==> config.mk <==
export PLATFORM = sky130hd
export DESIGN_NAME = uart_rx_phy_flat
export DESIGN_NICKNAME = d
export VERILOG_FILES = /design/src/rtl/uart_rx_phy_if.sv /design/src/rtl/uart_rx_phy.sv /design/src/flat_wrapper.sv
export SDC_FILE = /design/constraint.sdc
export NUM_CORES = 1
export LEC_CHECK = 0
export ABC_AREA = 1
export BUFFER_PORTS_ARGS = -buffer_cell sky130_fd_sc_hd__buf_2
export CAP_MARGIN = 5
export CORE_ASPECT_RATIO = 1.75
export CORE_MARGIN = 2
export CORE_UTILIZATION = 55
export DETAILED_ROUTE_END_ITERATION = 10
export PLACE_DENSITY = 0.75
export SLEW_MARGIN = 5
export SYNTH_ARGS = -nofsm -noshare
export SYNTH_HDL_FRONTEND = slang
export SYNTH_SLANG_ARGS = --single-unit
export TNS_END_PERCENT = 20
==> constraint.sdc <==
create_clock -name clk -period 1.8 [get_ports clk]
set_clock_uncertainty 0.15 [all_clocks]
set_input_delay 0.09 -clock clk [delete_from_list [all_inputs] [get_ports clk]]
set_output_delay 0.09 -clock clk [all_outputs]
set_load 0.005 [all_outputs]
==> src/rtl/uart_rx_phy_if.sv <==
// Byte-side interface of the UART receiver PHY.
// master drives rx_data/rx_valid/frame_error/busy; slave observes them.
interface uart_rx_phy_if;
    logic [7:0] rx_data;
    logic       rx_valid;
    logic       frame_error;
    logic       busy;

    modport master (
        output rx_data,
        output rx_valid,
        output frame_error,
        output busy
    );

    modport slave (
        input rx_data,
        input rx_valid,
        input frame_error,
        input busy
    );
endinterface

==> src/rtl/uart_rx_phy.sv <==
// 8N1 UART receiver: 2-flop synchroniser, baud-tick oversampling, byte strobe.
// Ports: clk, rst (sync, active-high), rx_serial (async line),
//   rx_if.master (rx_data, rx_valid, frame_error, busy).
// Optional: define UART_RX_MAJORITY_EN for 2-of-3 majority bit sampling.
module uart_rx_phy #(
    parameter int CLK_FREQ_HZ = 50_000_000,
    parameter int BAUD_RATE   = 115_200,
    parameter int OVERSAMPLE  = 16
) (
    input  logic          clk,
    input  logic          rst,
    input  logic          rx_serial,
    uart_rx_phy_if.master rx_if
);

    localparam int TICK_DIV = CLK_FREQ_HZ / (BAUD_RATE * OVERSAMPLE);
    localparam int TW = (TICK_DIV > 1) ? $clog2(TICK_DIV) : 1;
    localparam int SW = $clog2(OVERSAMPLE);

    localparam logic [TW-1:0] TC_LAST = TW'(TICK_DIV - 1);
    localparam logic [SW-1:0] SC_LAST = SW'(OVERSAMPLE - 1);
    // Tick that takes sample_cnt to OVERSAMPLE/2-1 is seen at OVERSAMPLE/2-2.
    localparam logic [SW-1:0] SC_MID  = SW'(OVERSAMPLE / 2 - 2);

    if (TICK_DIV < 1) begin : g_bad_div
        $error("uart_rx_phy: TICK_DIV < 1");
    end
    if ((OVERSAMPLE < 4) || (OVERSAMPLE % 2 != 0)) begin : g_bad_os
        $error("uart_rx_phy: OVERSAMPLE must be even and >= 4");
    end

    typedef enum logic [2:0] {
        S_IDLE,
        S_START,
        S_DATA,
        S_STOP,
        S_WAIT_IDLE
    } state_t;

    state_t        state_q, state_d;
    logic          sync1_q, rx_s;
    logic [TW-1:0] tick_cnt_q, tick_cnt_d;
    logic [SW-1:0] sample_cnt_q, sample_cnt_d;
    logic [2:0]    bit_cnt_q, bit_cnt_d;
    logic [7:0]    shift_q, shift_d;
    logic [7:0]    rx_data_q, rx_data_d;
    logic          rx_valid_q, rx_valid_d;
    logic          frame_error_q, frame_error_d;
    logic          busy_q, busy_d;
    logic          tick;
    logic          bit_val;

    assign tick = (tick_cnt_q == TC_LAST);

`ifdef UART_RX_MAJORITY_EN
    // rx_s on the two ticks preceding the current one.
    logic [1:0] hist_q, hist_d;

    always_comb begin
        hist_d = hist_q;
        if (tick) begin
            hist_d = {hist_q[0], rx_s};
        end
    end

    assign bit_val = (hist_q[1] & hist_q[0]) |
                     (hist_q[1] & rx_s) |
                     (hist_q[0] & rx_s);
`else
    assign bit_val = rx_s;
`endif

    always_comb begin
        state_d       = state_q;
        sample_cnt_d  = sample_cnt_q;
        bit_cnt_d     = bit_cnt_q;
        shift_d       = shift_q;
        rx_data_d     = rx_data_q;
        rx_valid_d    = 1'b0;
        frame_error_d = 1'b0;
        tick_cnt_d    = tick ? '0 : tick_cnt_q + 1'b1;

        unique case (state_q)
            S_IDLE: begin
                if (!rx_s) begin
                    state_d      = S_START;
                    tick_cnt_d   = '0;
                    sample_cnt_d = '0;
                    bit_cnt_d    = '0;
                end
            end
            S_START: begin
                if (tick) begin
                    if (sample_cnt_q == SC_MID) begin
                        if (!bit_val) begin
                            sample_cnt_d = '0;
                            state_d      = S_DATA;
                        end else begin
                            sample_cnt_d = '0;
                            state_d      = S_IDLE;
                        end
                    end else begin
                        sample_cnt_d = sample_cnt_q + 1'b1;
                    end
                end
            end
            S_DATA: begin
                if (tick) begin
                    if (sample_cnt_q == SC_LAST) begin
                        shift_d      = {bit_val, shift_q[7:1]};
                        sample_cnt_d = '0;
                        if (bit_cnt_q == 3'd7) begin
                            state_d = S_STOP;
                        end else begin
                            bit_cnt_d = bit_cnt_q + 1'b1;
                        end
                    end else begin
                        sample_cnt_d = sample_cnt_q + 1'b1;
                    end
                end
            end
            S_STOP: begin
                if (tick) begin
                    if (sample_cnt_q == SC_LAST) begin
                        sample_cnt_d = '0;
                        if (bit_val) begin
                            rx_data_d  = shift_q;
                            rx_valid_d = 1'b1;
                            state_d    = S_IDLE;
                        end else begin
                            frame_error_d = 1'b1;
                            state_d       = S_WAIT_IDLE;
                        end
                    end else begin
                        sample_cnt_d = sample_cnt_q + 1'b1;
                    end
                end
            end
            S_WAIT_IDLE: begin
                if (rx_s) begin
                    state_d = S_IDLE;
                end
            end
            default: begin
                state_d = S_IDLE;
            end
        endcase

        busy_d = (state_d != S_IDLE);
    end

    always_ff @(posedge clk) begin
        if (rst) begin
            sync1_q       <= 1'b1;
            rx_s          <= 1'b1;
            state_q       <= S_IDLE;
            tick_cnt_q    <= '0;
            sample_cnt_q  <= '0;
            bit_cnt_q     <= '0;
            shift_q       <= '0;
            rx_data_q     <= '0;
            rx_valid_q    <= 1'b0;
            frame_error_q <= 1'b0;
            busy_q        <= 1'b0;
`ifdef UART_RX_MAJORITY_EN
            hist_q        <= 2'b11;
`endif
        end else begin
            sync1_q       <= rx_serial;
            rx_s          <= sync1_q;
            state_q       <= state_d;
            tick_cnt_q    <= tick_cnt_d;
            sample_cnt_q  <= sample_cnt_d;
            bit_cnt_q     <= bit_cnt_d;
            shift_q       <= shift_d;
            rx_data_q     <= rx_data_d;
            rx_valid_q    <= rx_valid_d;
            frame_error_q <= frame_error_d;
            busy_q        <= busy_d;
`ifdef UART_RX_MAJORITY_EN
            hist_q        <= hist_d;
`endif
        end
    end

    assign rx_if.rx_data     = rx_data_q;
    assign rx_if.rx_valid    = rx_valid_q;
    assign rx_if.frame_error = frame_error_q;
    assign rx_if.busy        = busy_q;

endmodule

==> src/flat_wrapper.sv <==
// flat-port wrapper written by rule: the top's interface ports become plain ports
module uart_rx_phy_flat 
#(
    parameter int CLK_FREQ_HZ = 50_000_000,
    parameter int BAUD_RATE   = 115_200,
    parameter int OVERSAMPLE  = 16
)
  (clk, rst, rx_serial, rx_if_rx_data, rx_if_rx_valid, rx_if_frame_error, rx_if_busy);
  uart_rx_phy_if rx_if_i ();
  input  logic clk;
  input  logic rst;
  input  logic rx_serial;
  output wire logic [$bits(rx_if_i.rx_data)-1:0] rx_if_rx_data;
  output wire logic [$bits(rx_if_i.rx_valid)-1:0] rx_if_rx_valid;
  output wire logic [$bits(rx_if_i.frame_error)-1:0] rx_if_frame_error;
  output wire logic [$bits(rx_if_i.busy)-1:0] rx_if_busy;
  assign rx_if_rx_data = rx_if_i.rx_data;
  assign rx_if_rx_valid = rx_if_i.rx_valid;
  assign rx_if_frame_error = rx_if_i.frame_error;
  assign rx_if_busy = rx_if_i.busy;
  uart_rx_phy #(.CLK_FREQ_HZ(CLK_FREQ_HZ), .BAUD_RATE(BAUD_RATE), .OVERSAMPLE(OVERSAMPLE)) u_core (.clk(clk), .rst(rst), .rx_serial(rx_serial), .rx_if(rx_if_i));
endmodule
**Word-level counts from Yosys, hierarchy flattened**

Index checks and enable logic that the tools add are counted.

- Logic and storage cells: 69
- RAM bits: 0
- Memories kept: 0
- Latch bits: 0
- Register bits: 36
- Bits in read-only memories: 0
- Output and inout bits: 11

- Bitwise logic cells: 3
- Reductions and logical operators: 10
- Divide/modulo/power cells: 0
- Equal/unequal tests: 14
- Add/sub/neg operators: 3
- Muxes and demuxes: 28
- Order comparisons: 0
- Multiply operators: 0
- Shift operators: 0

Operators with widths:

| operator | count |
|---|---|
| two-way mux 3 bit | 14 |
| two-way mux 4 bit | 5 |
| two-way mux 5 bit | 3 |
| one-hot mux 3 bit (5 select lines) | 1 |
| one-hot mux 4 bit (3 select lines) | 1 |
| != test 2 x 1 -> 1 bit, second input constant | 4 |
| AND reduction 4 bit | 2 |
| == test 3 x 2 -> 1 bit, second input constant | 2 |
| == test 3 bit, second input constant | 2 |
| one-hot mux 3 bit (2 select lines) | 1 |
| nonzero test 3 bit | 2 |
| adder 5 x 1 -> 5 bit, second input constant | 1 |
| == test 5 bit, second input constant | 1 |
| AND reduction 5 bit | 1 |
| adder 4 x 1 -> 4 bit, second input constant | 1 |
| == test 4 x 3 -> 1 bit, second input constant | 1 |
| == test 4 bit, second input constant | 1 |
| != test 2 bit, second input constant | 2 |
| OR reduction 4 bit | 1 |
| adder 3 x 1 -> 3 bit, second input constant | 1 |
| == test 3 x 1 -> 1 bit, second input constant | 1 |
| zero test 3 bit | 1 |
| NOT 1 bit | 3 |
| AND reduction 3 bit | 1 |
| other kinds (4) | 5 |

**Depth between registers and ports, before layout**

- Depth after elaboration: 6
- Depth in mapped cells: 12

**Worst setup path after synthesis**

OpenSTA, ideal clock, no wires.

- Kind: register -> register
- From: reg u_core.tick_cnt_q[0]
- To: reg u_core.bit_cnt_q[1]
- Setup time: 0.118 ns
- Cell stages (with the launch flop): 10
- Arrival: 1.248 ns
- Path buffers: 0
- Required time: 1.532 ns
- Slack: 0.284 ns
- Cell sequence: dfxtp_1 inv_1 ha_1 nand2_1 nor2_4 nand2_4 nor2_8 nand2_2 a21boi_0 nor2_1

- Word-level cells in the longest chain between the ends: 3

Ends and longest elaborated chain:

| what | line | RTL |
|---|---|---|
| start, declared | uart_rx_phy.sv:42 | `logic [TW-1:0] tick_cnt_q, tick_cnt_d;` |
| start signal, assigned | uart_rx_phy.sv:172 | `tick_cnt_q <= tick_cnt_d;` |
| == test 5 bit | uart_rx_phy.sv:53 | `assign tick = (tick_cnt_q == TC_LAST);` |
| != test 2 x 1 -> 1 bit (no source line) | - |  |
| AND reduction 5 bit (no source line) | - |  |
| end signal, assigned | uart_rx_phy.sv:174 | `bit_cnt_q <= bit_cnt_d;` |
| end, declared | uart_rx_phy.sv:44 | `logic [2:0] bit_cnt_q, bit_cnt_d;` |

No other way between the ends.
A chain may end at the register's enable or synchronous reset.

**Worst setup path after layout**

- From: reg u_core.sample_cnt_q[1]
- To: reg u_core.rx_data_q[1] (netlist: u_core.rx_if.rx_data[1])

- Word-level cells in the longest chain between the ends: 2

Ends and longest elaborated chain:

| what | line | RTL |
|---|---|---|
| start, declared | uart_rx_phy.sv:43 | `logic [SW-1:0] sample_cnt_q, sample_cnt_d;` |
| start signal, assigned | uart_rx_phy.sv:173 | `sample_cnt_q <= sample_cnt_d;` |
| == test 4 bit | uart_rx_phy.sv:124 | `if (sample_cnt_q == SC_LAST) begin` |
| AND reduction 4 bit (no source line) | - |  |
| end signal, assigned | uart_rx_phy.sv:176 | `rx_data_q <= rx_data_d;` |
| end, declared | uart_rx_phy.sv:46 | `logic [7:0] rx_data_q, rx_data_d;` |

No other way between the ends.

==> flow_metrics.env <==
export IMPL_outcome="complete, but fails checks"
export IMPL_violations="negative hold slack"
export IMPL_clock_root_buffer="clkbuf_8"
export IMPL_multi_input_area_um2=802
export IMPL_grt_max_degree=19
export IMPL_ys_seq_elements=36
export IMPL_grt_antenna_before_repair=0
export IMPL_maxCapViolCount=0
export IMPL_maxSlewHeadroom_pct=65.5
export IMPL_muxShareOfSynthArea_pct=0
export IMPL_total_power_mw=1.46
export IMPL_cts_sinks=36
export IMPL_synthAdderAreaFrac_pct=4.55
export IMPL_cts_buffers=5
export IMPL_via_per_inst=5.42
export IMPL_hold_ws_ns=-0.000367
export IMPL_io_buffers=13
export IMPL_synth_simple_area_share_pct=28.0
export IMPL_drt_total_wl_mm=3.14
export IMPL_wire_per_inst_um=12.9
export IMPL_grt_pass1_wl_mm=5.55
export IMPL_synth_xor_area_share_pct=2.12
export IMPL_cts_tree="yes"
export IMPL_synth_top_family_by_area="simple AND/OR/NAND/NOR gates"
export IMPL_worst_pin_slew_ns=0.517
export IMPL_regArea_um2=723
export IMPL_final_setup_tns_ns=0
export IMPL_post_synth_inst_count=197
export IMPL_crit_type="flop to flop"
export IMPL_start_kind="flop"
export IMPL_syn_avg_cell_area_um2=8.38
export IMPL_clockBufferDepth=2
export IMPL_die_y_um=76.5
export IMPL_drtPass1Iterations=4
export IMPL_globalRouteOverflowTotal=0
export IMPL_hold_class="input port to flop"
export IMPL_rsz0062_at_grt="false"
export IMPL_grt_usage_pct=21.7
export IMPL_worstPathMaxFanout=15
export IMPL_drtIter0Drc=27
export IMPL_finalHoldViolations=1
export IMPL_dr_total_vias=1323
export IMPL_die_area_um2=3470
export IMPL_detail_route_antenna_nets=0
export IMPL_end_kind="flop"
export IMPL_slew_violations=0
export IMPL_start_util_pct=57.0
export IMPL_path_clk_slew_ns=0.08
export IMPL_seq_area_frac_synth_pct=43.6
export IMPL_io_pins=14
export IMPL_arrival_ns=1.72
export IMPL_fin_nets=224
export IMPL_clock_latency_ns=0.30
export IMPL_fin_crit_sh_pct=92.2
export IMPL_cp_required_ns=1.86
export IMPL_place_congestion=0.806
export IMPL_fin_cells=244
export IMPL_drc=0
export IMPL_drive_gt1_share_pct=23.1
export IMPL_core_area_um2=2900
export IMPL_die_width_um=45.4
export IMPL_peakVddDrop_v=0.000676
export IMPL_fmax_mhz=602
export IMPL_htree_levels=2
export IMPL_synth_compound_area_share_pct=13.9
export IMPL_yosysWarnings=0
export IMPL_fp_row_count=26
export IMPL_dp_cells=235
export IMPL_powerDensity_nw_per_um2=798
export IMPL_antenna_cells=0
export IMPL_ys_types=29
export IMPL_grt_pass1_vias=1296
export IMPL_synth_net_count=206
export IMPL_area_growth_pct=11.0
export IMPL_nFillCells=252
export IMPL_syn_cell_area_um2=1650
export IMPL_setup_viol=0
export IMPL_p_leak_nw=0.897
export IMPL_place_hpwl_mm=2.32
export IMPL_min_period_ns=1.66
[what timing repair did]
action / 4_1_cts / 5_1_grt
setup endpoints to repair: 0 / 10
resized for setup: 0 / 4
endpoints found under the hold margin: 1 / 0
hold buffers: 1 / 0
buffers inserted: 0 / 0
[layout by cell type (no fill, tap or decap)]
master / netlist / routed
a211oi_1: 5 / 5
a211oi_2: 2 / 2
a21boi_0: 3 / 2
a21boi_1: 0 / 1
a21oi_1: 14 / 14
buf_2: 1 / 13
buf_6: 1 / 1
clkbuf_8: 0 / 5
clkinv_4: 0 / 1
clkinvlp_4: 0 / 2
dfxtp_1: 36 / 34
dfxtp_2: 0 / 2
dlygate4sd3_1: 0 / 1
ha_1: 6 / 6
inv_1: 22 / 22
inv_2: 3 / 3
nand2_1: 25 / 25
nand2_2: 5 / 5
nand2_4: 2 / 2
nand3_1: 11 / 11
nand3_2: 2 / 2
nand3b_1: 3 / 3
nor2_1: 22 / 22
nor2_2: 3 / 3
nor2_4: 2 / 2
nor2_8: 3 / 3
nor3_1: 3 / 3
o21ai_0: 11 / 11
o21ai_1: 2 / 2
o21ai_2: 1 / 1
or2_2: 3 / 3
xnor2_1: 1 / 1
xor2_1: 3 / 3
[synthesized netlist by cell type]
library cell,instances,area (um2)
buf_2,1,5.00
or2_2,3,18.8
nand2_2,5,31.3
inv_2,3,11.3
buf_6,1,11.3
nand3_1,11,55.1
a21boi_0,3,22.5
nor2_4,2,22.5
nand3_2,2,20.0
nand2_4,2,22.5
buf_1,1,3.75
o21ai_0,11,55.1
nand3b_1,3,22.5
o21ai_2,1,8.76
nor3_1,3,15.0
nor2_8,3,60.1
nor2_1,22,82.6
a211oi_2,2,25.0
nor2_2,3,18.8
xnor2_1,1,8.76
xor2_1,3,26.3
dfxtp_1,36,721
a211oi_1,5,37.5
buf_8,1,15.0
a21oi_1,14,70.1
nand2_1,25,93.8
ha_1,6,75.1
inv_1,22,82.6
o21ai_1,2,10.0
[worst max-delay path: stages, from the launching register on]
cell and delay, ns:
dfxtp_1 0.38, ha_1 0.20, nand2_2 0.10, nor2_8 0.14, nand2_2 0.11, nor2_8 0.25
nor2_1 0.07, a211oi_1 0.17
[metrics by stage]
stage               utilization (%)  instance area [um2]  hold slack [ns]  setup slack [ns]
finish                         63.3                 1830        -0.000367             0.140
global route                   63.3                 1830           0.0347            0.0185
CTS                            63.1                 1830          0.00301             0.103
detailed placement             59.6                 1720            0.134             0.124
global placement               59.6                 1720            0.123             0.160
floorplan                         -                 1650           0.0185             0.284
[logic make-up after synthesis]
group / count (synthesis)
simple gates: 84
compound gates: 38
flops: 36
buf+inv: 29
fa+ha+maj: 6
xor+xnor: 4
[worst paths after layout]
kind | cells after the start | start | slack (ns) | endpoint
max | 7 | u_core.sample_cnt_q[1] | 0.14 | u_core.rx_if.rx_data[1]
min reg2reg | 1 | u_core.sync1_q | 0.28 | u_core.bit_val
max reg2reg | 7 | u_core.sample_cnt_q[1] | 0.14 | u_core.rx_if.rx_data[1]
min | 2 | rst | -0.0004 | u_core.sample_cnt_q[3]
[cell type report]
| class | instances | area share [%] |
|---|---|---|
| Clock inverter | 3 | 1.30 |
| Inverter | 25 | 5.12 |
| Sequential cell | 36 | 39.5 |
| Multi-Input combinational cell | 132 | 43.8 |
| Timing Repair Buffer | 15 | 4.71 |
| Clock buffer | 5 | 3.75 |
| Tap cell | 28 | 1.91 |
[metal layers]
layer | track usage [%] | up-vias | part of all wire (%)
li1 | - | 674 | -
met1 | 21.3 | 618 | 37
met5 | 0 | - | 0
met4 | 14.4 | 0 | 4.3
met2 | 36.6 | 18 | 56
met3 | 5.92 | 13 | 2.6
[where the power goes]
part | leakage [nW] | total, mW | switching [mW] | internal, mW
clock | 0.0404 | 0.578 | 0.305 | 0.274
sequential | 0.292 | 0.822 | 0.0112 | 0.810
combinational | 0.564 | 0.0636 | 0.0407 | 0.0229
total | 0.897 | 1.46 | 0.357 | 1.11
[flip-flops by register name, indices dropped and copies added, names as in the netlist, 3 cells and up]
| name | flops |
|---|---|
| u_core.bit_cnt_q | 3 |
| u_core.state_q | 3 |
| u_core.sample_cnt_q | 4 |
| u_core.rx_if.rx_data | 8 |
| u_core.shift_q | 8 |
| u_core.tick_cnt_q | 5 |
Power figures use the tool's default switching activity.
